==> config.mk <==
export PLATFORM = sky130hd
export DESIGN_NAME = multififo_write_arbiter
export DESIGN_NICKNAME = d
export VERILOG_FILES = /design/src/rtl/multififo_write_arbiter.sv
export SDC_FILE = /design/constraint.sdc
export NUM_CORES = 1
export LEC_CHECK = 0
export BUFFER_PORTS_ARGS = -buffer_cell sky130_fd_sc_hd__buf_2
export CAP_MARGIN = 20
export CELL_PAD_IN_SITES_DETAIL_PLACEMENT = 1
export CELL_PAD_IN_SITES_GLOBAL_PLACEMENT = 2
export CORE_ASPECT_RATIO = 0.7
export CORE_MARGIN = 5
export CORE_UTILIZATION = 15
export DETAILED_ROUTE_END_ITERATION = 10
export GPL_TIMING_DRIVEN = 0
export HOLD_SLACK_MARGIN = 0.08
export PLACE_DENSITY_LB_ADDON = 0.15
export SLEW_MARGIN = 20
export SYNTH_ARGS = -nofsm -noshare
export SYNTH_HDL_FRONTEND = slang
export SYNTH_SLANG_ARGS = --single-unit
==> constraint.sdc <==
create_clock -name clk -period 4.4 [get_ports clk]
set_input_delay 0 -clock clk [delete_from_list [all_inputs] [get_ports clk]]
set_output_delay 0 -clock clk [all_outputs]
set_load 0.02 [all_outputs]
==> src/rtl/multififo_write_arbiter.sv <==
// Round-robin write arbiter in front of a multi-port FIFO. One producer bundle is
// mapped onto the FIFO write slots at a time, and a partly written bundle keeps the grant.
module multififo_write_arbiter #(
  parameter int PORT_NUM = 2,
  parameter int WIDTH    = 32,
  parameter int REQ_NUM  = 2
) (
  input  logic                                clk,
  input  logic                                rst,
  input  logic                                flush,
  input  logic [REQ_NUM-1:0]                  req_valid,
  input  logic [REQ_NUM*PORT_NUM-1:0]         req_mask,
  input  logic [REQ_NUM*PORT_NUM*WIDTH-1:0]   req_data,
  output logic [REQ_NUM*PORT_NUM-1:0]         req_accept,
  output logic [REQ_NUM-1:0]                  req_done,
  output logic [PORT_NUM*WIDTH-1:0]           fifo_data_in,
  output logic [PORT_NUM-1:0]                 fifo_data_in_valid,
  output logic                                fifo_push,
  input  logic [PORT_NUM-1:0]                 fifo_data_in_enable,
  input  logic                                fifo_full,
  output logic [$clog2(REQ_NUM)-1:0]          grant_id,
  output logic                                locked
);
  localparam int IDW = $clog2(REQ_NUM);
  localparam int CW  = $clog2(PORT_NUM) + 1;

  logic           lock_q, lock_d;
  logic [IDW-1:0] grant_q, grant_d;
  logic [CW-1:0]  offset_q, offset_d;
  logic [IDW-1:0] rr_ptr_q, rr_ptr_d;

  logic [IDW-1:0]            sel, idx;
  logic                      grant_vld;
  logic [PORT_NUM-1:0]       sel_mask;
  logic [PORT_NUM*WIDTH-1:0] sel_data;
  logic [CW-1:0]             cnt, en, rem, n;
  logic                      push, done;

  always_comb begin
    sel       = grant_q;
    idx       = '0;
    grant_vld = 1'b0;
    if (lock_q) begin
      grant_vld = req_valid[grant_q];
    end else begin
      // scan from lowest priority up so the nearest requester after rr_ptr wins
      for (int i = REQ_NUM - 1; i >= 0; i--) begin
        idx = rr_ptr_q + IDW'(i);
        if (req_valid[idx]) begin
          sel       = idx;
          grant_vld = 1'b1;
        end
      end
    end

    sel_mask = req_mask[sel*PORT_NUM +: PORT_NUM];
    sel_data = req_data[sel*PORT_NUM*WIDTH +: PORT_NUM*WIDTH];

    cnt = '0;
    en  = '0;
    for (int p = 0; p < PORT_NUM; p++) begin
      cnt = cnt + CW'(sel_mask[p]);
      en  = en + CW'(fifo_data_in_enable[p]);
    end
    rem = (cnt > offset_q) ? cnt - offset_q : '0;
    n   = grant_vld ? ((rem < en) ? rem : en) : '0;

    fifo_data_in_valid = '0;
    fifo_data_in       = '0;
    for (int k = 0; k < PORT_NUM; k++) begin
      fifo_data_in_valid[k] = (CW'(k) < n);
      if (int'(offset_q) + k < PORT_NUM)
        fifo_data_in[k*WIDTH +: WIDTH] = sel_data[(int'(offset_q) + k)*WIDTH +: WIDTH];
    end

    push = (n != '0) && !fifo_full && !flush;
    // an empty bundle completes without a push
    done = !flush && grant_vld && ((push && n == rem) || rem == '0);

    req_accept = '0;
    req_done   = '0;
    if (push) begin
      for (int e = 0; e < PORT_NUM; e++)
        if (CW'(e) >= offset_q && CW'(e) < offset_q + n)
          req_accept[int'(sel)*PORT_NUM + e] = 1'b1;
    end
    if (done) req_done[sel] = 1'b1;

    fifo_push = push;
    grant_id  = grant_vld ? sel : '0;
    locked    = lock_q && grant_vld;

    lock_d   = lock_q;
    grant_d  = grant_q;
    offset_d = offset_q;
    rr_ptr_d = rr_ptr_q;
    if (flush) begin
      lock_d   = 1'b0;
      offset_d = '0;
      rr_ptr_d = '0;
    end else if (lock_q && !req_valid[grant_q]) begin
      lock_d   = 1'b0;
      offset_d = '0;
      rr_ptr_d = grant_q + 1'b1;
    end else if (done) begin
      lock_d   = 1'b0;
      offset_d = '0;
      rr_ptr_d = sel + 1'b1;
    end else if (push) begin
      lock_d   = 1'b1;
      grant_d  = sel;
      offset_d = offset_q + n;
    end
  end

  always_ff @(posedge clk) begin
    if (rst) begin
      lock_q   <= 1'b0;
      grant_q  <= '0;
      offset_q <= '0;
      rr_ptr_q <= '0;
    end else begin
      lock_q   <= lock_d;
      grant_q  <= grant_d;
      offset_q <= offset_d;
      rr_ptr_q <= rr_ptr_d;
    end
  end

endmodule

==> key figures <==
Place
  • PortBufs: around 210
  • Pre-CTS setup slack: -0.155 ns
  • Dpl hpwl: 9070 um
  • GP Congestion: 0.726

Routing
  • DRT Pass-1 Iters: 4
  • DRC: 0
  • ANT nets after route: 0
  • Routed WL: ~11,000 um
  • Vias: 2,845
  • Vias per inst: 4.32
  • WL/cell: 16.3 um
  • First DRT Iteration DRCs: 76

Synthesis
  • Post-synth top area cell: mux2i_1
  • Async set or reset register ratio after synthesis: 0
  • Synthesized Nets: around 420
  • Ys Warns: 0
  • #FFs+latches synth: 5
  • Post-Syn Area: 0.00188 sq mm
  • Post-synth EDFFs: 0
  • Ys flop type: dfxtp_1
  • Commonest cells in the netlist: 74 x nor2_1, 35 x mux2i_1, 34 x a211oi_1, 17 x mux2_2, 15 x mux2_1
  • Synthesized area per cell: 7.02 sq um
  • Top cells by area, synth: mux2i_1 19%, nor2_1 15%, a211oi_1 14%
  • Post-synth cell types: 33
  • Seq/Total Area, Yosys: 0.0532
  • Top-count cell post-synth: nor2_1
  • Post-Syn Instances: 268
  • Top-area cell type share of the netlist area: 0.186

Finish
  • ANT cells: 0
  • Nets: 646
  • Layout cell share with drive strength beyond 1: 0.541
  • Sequential Area: 104 sq um
  • Area growth syn-to-layout: 81.4%
  • Area occupied by multi-input gates: about 0.0017 sq mm
  • Fillers: 1,585

Worst setup path
  • Required time of the critical path: 4.40 ns
  • Depth of the most critical reg-to-reg path: 21
  • Worst setup EP type: output port
  • CP Max Fanout: 6
  • Startpoint types: flip-flop
  • Arr. time, crit path: 4.17 ns
  • Worst Setup Path Type: reg -> out

Timing
  • Final hold vios: 0
  • Setup violators final: 0
  • Post-route minimum period: between 4 and 5 ns
  • Setup TNS: 0 ns
  • Slew Limit Fails: 0
  • Worst Tran Pin Value: ~0.57 ns
  • Max Fclk: 240 MHz
  • Slew HR: 0.615
  • Hold slack: about 0.12 ns
  • Period utilisation layout: 0.948
  • Setup Skew: 0.00310 ns
  • Final WS setup: 0.229 ns

Clock network
  • Clk Latency, worst-skew pair: 0.23 ns
  • Clock-pin slew on the worst setup and hold paths: 0.04 ns
  • H-tree Lvls: 1
  • CTS tree: built
  • TritonCTS buffer count: 3
  • Clock Root Buffer: clkbuf_16
  • Clock sinks: 5
  • Worst-case clock buffer depth: 2

Floorplanning
  • Die W: 144 um
  • Starting Density: 0.152
  • IO Count: about 220
  • Num rows: 34
  • Die area: 0.0149 sq mm
  • Core area: 0.0123 sq mm
  • Die height: 104 um

Global routing
  • Initial antenna violation count: 1
  • First-pass GRT wire length: 16,100 um
  • Vias in the first global route: 3,063
  • Total grt overflow: 0
  • Total track usage: 0.133
  • Largest net degree at the start of global routing: 11

Power and ir drop
  • Total power: roughly 0.62 mW
  • PD cells: 182 mW/mm^2
  • Peak VDD IR: 0.121 mV
  • Pleak: 1.83 nW

Hold path
  • HP Class: in -> reg
  • Hold Path Cell Cnt: 4

Run
  • MaxCap Viol Count: 0

Run status
  • Status: finished, final reports clean
-- worst max-delay path, stage by stage (launching register included) --
cell and delay (ns):
dfxtp_4 0.37, nor2b_4 0.15, nor2_1 0.08, a21oi_4 0.24
nand2_1 0.09, nand2_1 0.07, ha_1 0.23, inv_1 0.06
ha_1 0.13, inv_1 0.05, fa_2 0.58, nand3_4 0.10
inv_2 0.07, ha_1 0.22, o21ba_2 0.21, o21bai_1 0.17
nor2_1 0.17, ha_2 0.22, xnor2_1 0.08, or3_4 0.42
nor2_4 0.09, buf_4 0.14
-- state kept, by name (all words and copies together), names as in the netlist --
register	cells
offset_q	2
rr_ptr_q	1
grant_q	1
lock_q	1
-- layout make-up --
type                    count  area share
well taps                 162      0.0594
repair buffers            225       0.341
multi-input cells         232       0.506
inverters                   9     0.00990
flip-flops and latches      5      0.0304
plain buffers              22      0.0297
clock buffers               4      0.0231
-- cell usage in the layout (no fill, tap or decap), types with 3 or more instances in the layout --
master	instances
inv_1	8
a211oi_1	34
mux2i_1	35
buf_4	11
clkbuf_16	3
mux2_1	15
o21ai_0	4
mux2_2	17
dfxtp_1	4
buf_2	218
clkbuf_1	15
ha_1	6
nor3_1	3
nand2_1	13
nor2_1	72
-- kinds of logic after synthesis --
family | count (synthesis) | synth area share
simple gates | 101 | 0.220
mux | 67 | 0.378
compound gates | 54 | 0.216
buf+inv | 31 | 0.0665
fa+ha+maj | 8 | 0.0572
flops | 5 | 0.0532
xor+xnor | 2 | 0.00932
-- through the flow --
step | instances | utilization | area (sq um)
after floorplan | 268 | - | 1880
after global placement | 644 | 0.256 | 3150
after detailed placement | 644 | 0.256 | 3150
after CTS | 650 | 0.267 | 3290
after global routing | 659 | 0.277 | 3410
final | 659 | 0.277 | 3410
-- routing by layer --
layer | global-route usage | vias up | part of all wire
met5 | 0 | - | 0.0012
met4 | 0.0195 | 2 | 0.0097
met3 | 0.0507 | 10 | 0.11
met2 | 0.214 | 129 | 0.45
met1 | 0.173 | 1289 | 0.43
li1 | - | 1415 | -
-- path summary, 6_finish.rpt --
| check | startpoint | slack (ns) | endpoint |
|---|---|---|---|
| max | lock_q | 0.23 | req_accept[3] |
| min | flush | 0.12 | rr_ptr_q |
| max reg2reg | lock_q | 0.30 | offset_q[1] |
| min reg2reg | rr_ptr_q | 0.47 | rr_ptr_q |
-- power breakdown --
| group | internal (mW) | total [mW] | switching [mW] |
|---|---|---|---|
| clock network | 0.120 | 0.150 | 0.0301 |
| registers | 0.0462 | 0.0476 | 0.00142 |
| logic | 0.184 | 0.424 | 0.240 |
| total | 0.351 | 0.622 | 0.271 |
-- what timing repair did --
item                                   CTS  global route
pin swaps                                1             3
endpoints found under the hold margin    1             0
gates resized for setup                  8            16
setup endpoints to repair                7             5
hold buffers                             1             0
buffers inserted                         1             9
Power figures use the tool's default switching activity.
